==> config.mk <==
export PLATFORM = sky130hd
export DESIGN_NAME = mtm_alu_serializer_flat
export DESIGN_NICKNAME = d
export VERILOG_FILES = /design/src/rtl/mtm_alu_serializer_if.sv /design/src/rtl/mtm_alu_serializer.sv /design/src/flat_wrapper.sv
export SDC_FILE = /design/constraint.sdc
export NUM_CORES = 1
export LEC_CHECK = 0
export BUFFER_PORTS_ARGS = -buffer_cell sky130_fd_sc_hd__buf_2
export CORE_MARGIN = 4
export CORE_UTILIZATION = 51
export CTS_CLUSTER_DIAMETER = 60
export DETAILED_ROUTE_END_ITERATION = 10
export GPL_TIMING_DRIVEN = 0
export PLACE_DENSITY = 0.76
export SYNTH_ARGS = -nofsm -noshare
export SYNTH_HDL_FRONTEND = slang
export SYNTH_SLANG_ARGS = --single-unit
==> constraint.sdc <==
create_clock -name clk -period 2 [get_ports clk]
set_input_delay 0.1 -clock clk [delete_from_list [all_inputs] [get_ports clk]]
set_output_delay 0.1 -clock clk [all_outputs]
set_load 0.05 [all_outputs]
==> src/rtl/mtm_alu_serializer_if.sv <==
// mtm_alu_serializer_if: valid/ready handshake carrying an ALU result or error indication.
interface mtm_alu_serializer_if;
    logic        in_valid;
    logic        in_ready;
    logic [31:0] res_data;
    logic [3:0]  res_flags;
    logic        err;
    logic [2:0]  err_flags;
    modport master (output in_valid, res_data, res_flags, err, err_flags, input in_ready);
    modport slave  (input in_valid, res_data, res_flags, err, err_flags, output in_ready);
endinterface

==> src/rtl/mtm_alu_serializer.sv <==
// mtm_alu_serializer: frames an ALU result or error into 11-bit serial packets on sout.
// Define MTM_ALU_SER_PKT_GAP_EN to insert one idle bit after each non-final packet.
module mtm_alu_serializer (
    input  logic                       clk,
    input  logic                       rst_n,
    mtm_alu_serializer_if.slave        bus,
    output logic                       sout
);
    typedef enum logic {IDLE, SEND} state_t;
    state_t      state, state_nxt;
    logic [31:0] data_q;
    logic [3:0]  flags_q;
    logic        err_q;
    logic [2:0]  eflags_q;
    logic [2:0]  pkt, pkt_nxt;
    logic [3:0]  bit_cnt, bit_nxt, pay_idx;
    logic [36:0] msg;
    logic [2:0]  crc;
    logic [7:0]  ctl_payload, payload;
    logic        ctl, last_pkt, pkt_end, frame_end, accept, tx_bit, sout_nxt;

    assign bus.in_ready = state == IDLE;
    assign accept       = bus.in_valid && state == IDLE;

    // CRC x^3+x+1 over {data, 0, flags}, MSB first, init 0
    always_comb begin
        crc = 3'b000;
        msg = {data_q, 1'b0, flags_q};
        for (int i = 36; i >= 0; i--)
            crc = {crc[1:0], 1'b0} ^ ((crc[2] ^ msg[i]) ? 3'b011 : 3'b000);
    end

    assign ctl_payload = err_q ? {1'b1, eflags_q, eflags_q, ^{1'b1, eflags_q, eflags_q}}
                               : {1'b0, flags_q, crc};
    assign last_pkt    = err_q || pkt == 3'd4;
    assign ctl         = last_pkt;
    assign payload     = ctl ? ctl_payload : data_q[{~pkt[1:0], 3'b000} +: 8];
    assign pay_idx     = 4'd9 - bit_cnt;
    assign tx_bit      = bit_cnt == 4'd0 ? 1'b0 :
                         bit_cnt == 4'd1 ? ctl :
                         bit_cnt <= 4'd9 ? payload[pay_idx[2:0]] : 1'b1;

`ifdef MTM_ALU_SER_PKT_GAP_EN
    assign pkt_end = bit_cnt == (last_pkt ? 4'd10 : 4'd11);
`else
    assign pkt_end = bit_cnt == 4'd10;
`endif
    assign frame_end = pkt_end && last_pkt;

    always_comb begin
        state_nxt = state == IDLE ? (bus.in_valid ? SEND : IDLE) : (frame_end ? IDLE : SEND);
        bit_nxt   = (state == IDLE || pkt_end) ? 4'd0 : bit_cnt + 4'd1;
        pkt_nxt   = state == IDLE ? 3'd0 : (pkt_end ? pkt + 3'd1 : pkt);
        sout_nxt  = state == SEND ? tx_bit : 1'b1;
    end

    always_ff @(posedge clk or negedge rst_n) begin
        if (!rst_n) begin
            state    <= IDLE;
            pkt      <= '0;
            bit_cnt  <= '0;
            sout     <= 1'b1;
            data_q   <= '0;
            flags_q  <= '0;
            err_q    <= 1'b0;
            eflags_q <= '0;
        end else begin
            state   <= state_nxt;
            pkt     <= pkt_nxt;
            bit_cnt <= bit_nxt;
            sout    <= sout_nxt;
            if (accept) begin
                data_q   <= bus.res_data;
                flags_q  <= bus.res_flags;
                err_q    <= bus.err;
                eflags_q <= bus.err_flags;
            end
        end
    end
endmodule

==> src/flat_wrapper.sv <==
// flat-port wrapper written by rule: the top's interface ports become plain ports
module mtm_alu_serializer_flat 
  (clk, rst_n, sout, bus_in_valid, bus_res_data, bus_res_flags, bus_err, bus_err_flags, bus_in_ready);
  mtm_alu_serializer_if bus_i ();
  input  logic clk;
  input  logic rst_n;
  output logic sout;
  input wire logic [$bits(bus_i.in_valid)-1:0] bus_in_valid;
  input wire logic [$bits(bus_i.res_data)-1:0] bus_res_data;
  input wire logic [$bits(bus_i.res_flags)-1:0] bus_res_flags;
  input wire logic [$bits(bus_i.err)-1:0] bus_err;
  input wire logic [$bits(bus_i.err_flags)-1:0] bus_err_flags;
  output wire logic [$bits(bus_i.in_ready)-1:0] bus_in_ready;
  assign bus_i.in_valid = bus_in_valid;
  assign bus_i.res_data = bus_res_data;
  assign bus_i.res_flags = bus_res_flags;
  assign bus_i.err = bus_err;
  assign bus_i.err_flags = bus_err_flags;
  assign bus_in_ready = bus_i.in_ready;
  mtm_alu_serializer u_core (.clk(clk), .rst_n(rst_n), .bus(bus_i), .sout(sout));
endmodule
==> results_dict.tcl, run 1 <==
set metrics [dict create \
    detail_route.wl_per_cell_um 17.4 \
    finalHoldViolations 17 \
    viasPerCell 5.57 \
    critPathRequiredTime_ns 2.22 \
    placedCellCount 326 \
    path_cells "buf_6 -> mux4_2 -> mux2_4 -> mux4_2 -> nor4bb_4 -> nor3_2 -> a32oi_1" \
    maxCapViolCount 0 \
    clock_latency_ns 0.31 \
    total_power_mw 7.82 \
    grt_pass1_vias 1895 \
    drive_gt1_frac 0.450 \
    dr.pass1.iters 4 \
    clockBufferDepth 2 \
    start_util 0.541 \
    clock_skew_ns 0.0133 \
    n_antenna_cell 0 \
    cts.sinks 49 \
    ys_ff_latch 49 \
    syn_area_um2 2850 \
    numCtsBuffers 5 \
    vdd_drop_max_mv 1.48 \
    ff2ff_path_depth 7 \
    status "finished, violations left" \
    finalSetupViolations 1 \
    violations "negative hold slack, negative setup slack" \
    ant_nets 0 \
    rows 26 \
    fin_nets 321 \
    synth_top_family_by_area "multiplexers" \
    rrSetupSlack_ns -0.26 \
    arrival_ns 2.48 \
    antenna_found_initial 0 \
    crit_top_cell "mux4_2" \
    grt_overflow 0 \
    clk_pin_slew_ns 0.10 \
    syn_to_final_growth_pct 19.2 \
    synth_xor_area_frac 0.157 \
    max_freq_mhz 443 \
    critPathSlowestCell "mux4_2" \
    placed_cell_area_um2 3180 \
    timing.rr.start "u_core.pkt[0]" \
    dp_hpwl_mm 4.39 \
    hold_slack_ns -0.0121 \
    period_minus_slack_ns 2.26 \
    hp-class "input pin to asynchronous set/reset pin" \
    synth_enable_flop_cells 0 \
    dr.first_iter.drc_count 93 \
    synth_top_flop_cell "dfrtp_1" \
    tightestPinTransition_ns 1.08 \
    final_cell_area_um2 3400 \
    synth_warnings 0 \
    synthArstFlopShare 1.00 \
    reg2reg_to "u_core.sout" \
    rsz0062_at_grt "true" \
    ys_seq_area_frac 0.430 \
    path_max_fanout 6 \
    max_stage_delay_ns 0.51 \
    design.core.area_um2 5270 \
    vias 1901 \
    syn_avg_cell_area_um2 13.5 \
    synthMuxAreaShare 0.244 \
    dieArea_um2 6850 \
    cts_tree "built" \
    gp_congestion 0.865 \
    p_leak_nw 1.53 \
    place_ws_ns -0.519 \
    end_kind "flip-flop" \
    relSlewSlack 0.279 \
    port-buffer-count 44 \
    stdcell_count 341 \
    synth-compound-area-share 0.0505 \
    syn_nets 263 \
    grt_max_degree 50 \
    setup_ws_ns -0.259 \
    syn_inst 212 \
    grt_pass1_wl_mm 9.27 \
    timing.final.max_slew_violations 0 \
    track_usage 0.185 \
    synth-adder-area-share 0.0351 \
    p_per_area_nw_per_um2 2300 \
    cts_root_buffer "clkbuf_8" \
    dieHeight_um 82.8 \
    synth_simple_gate_area_frac 0.0527 \
    pin_count 45 \
    endpoint "u_core.sout" \
    path_class "flip-flop to flip-flop" \
    cp-start-kind "flip-flop" \
    drc 0 \
    tns_ns -0.259 \
    ys_types 42 \
    finalCritPeriodShare 1.13 \
    die_width_um 82.8 \
    wl_mm 5.93 \
    cts_htree_levels 2 \
    crit_start "u_core.pkt[0]" \
]
## worst min-delay path by stage
stage / slack (ns) / end / depth (start not counted) / from
after CTS: 0.01 / u_core.flags_q[2] / 2 / bus_res_flags[2]
after floorplan: -0.20 / u_core.bit_cnt[0] / 0 / rst_n
after detailed placement: 0.33 / u_core.err_q / 3 / bus_err
after global routing: 0.003 / u_core.flags_q[2] / 2 / bus_res_flags[2]
after global placement: 0.32 / u_core.err_q / 3 / bus_err
final: -0.01 / u_core.data_q[11] / 1 / rst_n
## final cells by class
cell class | instances | area (um^2)
Sequential cell | 49 | 1230
Fill cell | 434 | 1870
Clock buffer | 6 | 82.6
Inverter | 7 | 26.3
Buffer | 9 | 60.1
Multi-Input combinational cell | 147 | 1620
Clock inverter | 2 | 17.5
Tap cell | 70 | 87.6
Timing Repair Buffer | 51 | 280
## per-stage QoR
| step | hold WS, ns | utilization |
|---|---|---|
| 2_1_floorplan | -0.196 | - |
| 3_3_place_gp | 0.321 | 0.604 |
| 3_5_place_dp | 0.329 | 0.604 |
| 4_1_cts | 0.0123 | 0.632 |
| 5_1_grt | 0.00264 | 0.645 |
| 6_report | -0.0121 | 0.645 |
## cell usage in the layout, fill, tap and decap left out, types with 2 or more instances in the layout
cell type	Yosys	routed
inv_1	7	6
dlygate4sd3_1	0	3
buf_4	1	5
xnor2_1	23	20
mux4_2	3	3
xnor2_2	1	4
a211oi_1	2	2
xnor3_1	6	4
nand2_1	4	4
dfrtp_1	48	48
buf_2	0	44
xnor3_2	1	3
clkbuf_8	0	6
ha_1	8	7
xor2_1	8	8
mux2_2	41	40
nor3_2	1	3
buf_6	2	2
nor2_1	10	10
mux4_1	6	6
clkbuf_1	5	4
a21oi_1	2	2
nand3_1	3	3
o211ai_1	2	2
and3_1	3	3
o21ai_0	4	4
## cell usage after synthesis (2+ instances only)
cell type	count	area share
o211ai_1	2	0.0053
a211oi_1	2	0.0053
nand3_1	3	0.0053
clkbuf_1	5	0.0066
dfrtp_1	48	0.42
nand2_1	4	0.0053
xnor2_1	23	0.071
inv_1	7	0.0092
ha_1	8	0.035
nor3_1	2	0.0035
o21ai_0	4	0.0070
and3_1	3	0.0066
nor2_1	10	0.013
mux4_1	6	0.055
mux2_2	41	0.16
a21oi_1	2	0.0035
xor2_1	8	0.025
mux4_2	3	0.024
a2111oi_0	2	0.0061
xnor3_1	6	0.047
buf_6	2	0.0079
## critical path, delay by kind of cell (launching register included)
family,cells,cell delay [ns]
multiplexers,3,1.26
flip-flops,1,0.38
AND/OR/NAND/NOR,2,0.29
buffers and inverters,1,0.14
AO/OA/AOI/OAI,1,0.12
## metal layers
| metal | vias to the layer above | wire length, um | track usage |
|---|---|---|---|
| met5 | - | 0 | 0 |
| met4 | 0 | 99 | 0.0539 |
| met3 | 13 | 393 | 0.0562 |
| met2 | 71 | 2880 | 0.305 |
| met1 | 931 | 2550 | 0.236 |
| li1 | 886 | - | - |
## flip-flops by register name (all words and copies together), names as in the netlist
name	count
u_core.bit_cnt	4
u_core.data_q	32
u_core.eflags_q	3
u_core.err_q	1
u_core.flags_q	4
u_core.pkt	3
u_core.sout	1
u_core.state	1
## where the power goes
part	switching, mW	leakage (nW)	internal, mW
combinational	1.95	0.895	3.22
clock	0.333	0.0518	0.287
sequential	0.552	0.585	1.49
total	2.83	1.53	4.99
## what timing repair did
item                                    in CTS  in global routing
pin swaps                                    5                  1
buffers inserted                             3                  1
endpoints found under the hold margin        0                  3
resized for setup                            8                  8
cloned                                       0                  0
hold buffers                                 0                  3
endpoints found under the setup margin       9                  2
## cells by family (layout without fill, tap and decap cells)
logic type | after synthesis | count (layout)
simple gates | 29 | 29
compound gates | 20 | 20
fa+ha+maj | 8 | 8
mux | 51 | 51
flops | 49 | 49
xor+xnor | 39 | 39
buf+inv | 16 | 75
No activity file was read; power rests on OpenSTA's default activity.
==> inputs of run 2 (changes only) <==
BUFFER_PORTS_ARGS = -buffer_cell sky130_fd_sc_hd__buf_4   (was -buffer_cell sky130_fd_sc_hd__buf_2)
==> results_dict.tcl, run 2 (synthesized netlist as in run 1, its figures left out) <==
set metrics [dict create \
    status "finished, violations left" \
    violations "negative setup slack" \
    cts_htree_levels 2 \
    finalSetupViolations 1 \
    path_max_fanout 5 \
    grt_pass1_wl_mm 9.41 \
    clock_skew_ns 0.0119 \
    max_freq_mhz 443 \
    largest_reg_flops 32 \
    hold_slack_ns 0.0150 \
    p_per_area_nw_per_um2 2260 \
    grt_overflow 0 \
    rows 26 \
    max_stage_delay_ns 0.50 \
    dieArea_um2 6850 \
    met2_length_mm 2.81 \
    numCtsBuffers 5 \
    antenna_found_initial 0 \
    track_usage 0.188 \
    period_minus_slack_ns 2.26 \
    hp-class "input pin to flip-flop" \
    arrival_ns 2.48 \
    largest-register "u_core.data_q" \
    dr.pass1.iters 4 \
    fin_nets 318 \
    mostFrequentLayoutCells "buf_4, dfrtp_1, mux2_2, xnor2_1, nor2_1" \
    path_class "flip-flop to flip-flop" \
    critPathBufInv 1 \
    clockBufferDepth 2 \
    detail_route.wl_per_cell_um 17.1 \
    p_leak_nw 1.55 \
    timing.final.max_slew_violations 0 \
    largestRegisters "u_core.data_q: 32 flops, u_core.bit_cnt: 4 flops, u_core.flags_q: 4 flops" \
    end_kind "flip-flop" \
    cts.sinks 49 \
    setup_ws_ns -0.257 \
    dp_hpwl_mm 4.33 \
    clock_latency_ns 0.31 \
    wl_met1_mm 2.59 \
    n_antenna_cell 0 \
    grt_max_degree 50 \
    syn_to_final_growth_pct 21.4 \
    critical_path.top_delay_family "multiplexers" \
    maxCapViolCount 0 \
    critPathSlowestCell "mux4_2" \
    wl_mm 5.79 \
    critPathRequiredTime_ns 2.23 \
    cts_tree "built" \
    gp_congestion 0.845 \
    drc 0 \
    top_layer_used "met4" \
    total_power_mw 7.81 \
    cts_root_buffer "clkbuf_8" \
    vias 1886 \
    finalHoldViolations 0 \
    tightestPinTransition_ns 0.612 \
    pin_count 45 \
    finalCritPeriodShare 1.13 \
    port-buffer-count 44 \
    dieHeight_um 82.8 \
    viasPerCell 5.58 \
    clk_pin_slew_ns 0.09 \
    cp-start-kind "flip-flop" \
    vdd_drop_max_mv 1.43 \
    grt_pass1_vias 1923 \
    dr.first_iter.drc_count 68 \
    relSlewSlack 0.592 \
    dr_wl_met3_um 332 \
    crit_top_cell "mux4_2" \
    start_util 0.541 \
    stdcell_count 338 \
    design.core.area_um2 5270 \
    die_width_um 82.8 \
    drive_gt1_frac 0.451 \
    ant_nets 0 \
    placedCellCount 326 \
    rsz0062_at_grt "true" \
    path_cells "buf_6 -> mux4_2 -> mux2_4 -> mux4_2 -> nor4bb_4 -> nor3_2 -> a32oi_1" \
]
run 2: area by class of cell:
| cell class | instances | area (um^2) |
|---|---|---|
| fillers | 419 | 1810 |
| multi-input cells | 147 | 1600 |
| flip-flops and latches | 49 | 1230 |
| repair buffers | 48 | 363 |
| well taps | 70 | 87.6 |
| clock buffers | 6 | 82.6 |
| plain buffers | 9 | 62.6 |
| inverters | 7 | 26.3 |
| clock inverters | 2 | 16.3 |
run 2: metal layers:
layer,GRT usage,vias to the layer above
met5,0,-
met4,0.0621,0
met3,0.0356,9
met2,0.303,53
met1,0.257,941
li1,-,883
run 2: power breakdown:
part / leakage [nW] / internal [mW] / total (mW) / switching, mW
Sequential: 0.585 / 1.49 / 2.04 / 0.554
Combinational: 0.921 / 3.28 / 5.14 / 1.87
Clock: 0.0478 / 0.285 / 0.630 / 0.345
Total: 1.55 / 5.05 / 7.81 / 2.77
run 2: final timing paths:
kind	from	endpoint	slack, ns	depth (start not counted)
min in group asynchronous	rst_n	u_core.data_q[0]	0.34	2
worst min-delay path	bus_err	u_core.err_q	0.02	3
worst min register to register	u_core.eflags_q[2]	u_core.eflags_q[2]	0.53	1
worst max register to register	u_core.pkt[0]	u_core.sout	-0.26	7
max in group asynchronous	rst_n	u_core.bit_cnt[0]	1.23	2
worst max-delay path	u_core.pkt[0]	u_core.sout	-0.26	7
run 2: worst register-to-register path: cells and delay by family (launching register included):
family,cells,cell delay (ns)
simple gates,2,0.30
buf+inv,1,0.14
compound gates,1,0.11
flops,1,0.39
mux,3,1.24
run 2: metrics by stage:
step	utilization	area, um^2	worst slack, ns	TNS (ns)
3_3_place_gp	0.625	3290	-0.378	-0.477
3_5_place_dp	0.625	3290	-0.350	-0.495
6_report	0.657	3460	-0.257	-0.257
5_1_grt	0.657	3460	-0.338	-0.338
4_1_cts	0.652	3440	-0.246	-0.246
2_1_floorplan	-	2870	-0.126	-0.126
run 2: what timing repair did:
item,4_1_cts,5_1_grt
resized for setup,4,13
setup endpoints to repair,9,14
setup buffers,3,0
hold buffers,1,0
pin swaps,2,2
endpoints found under the hold margin,48,0
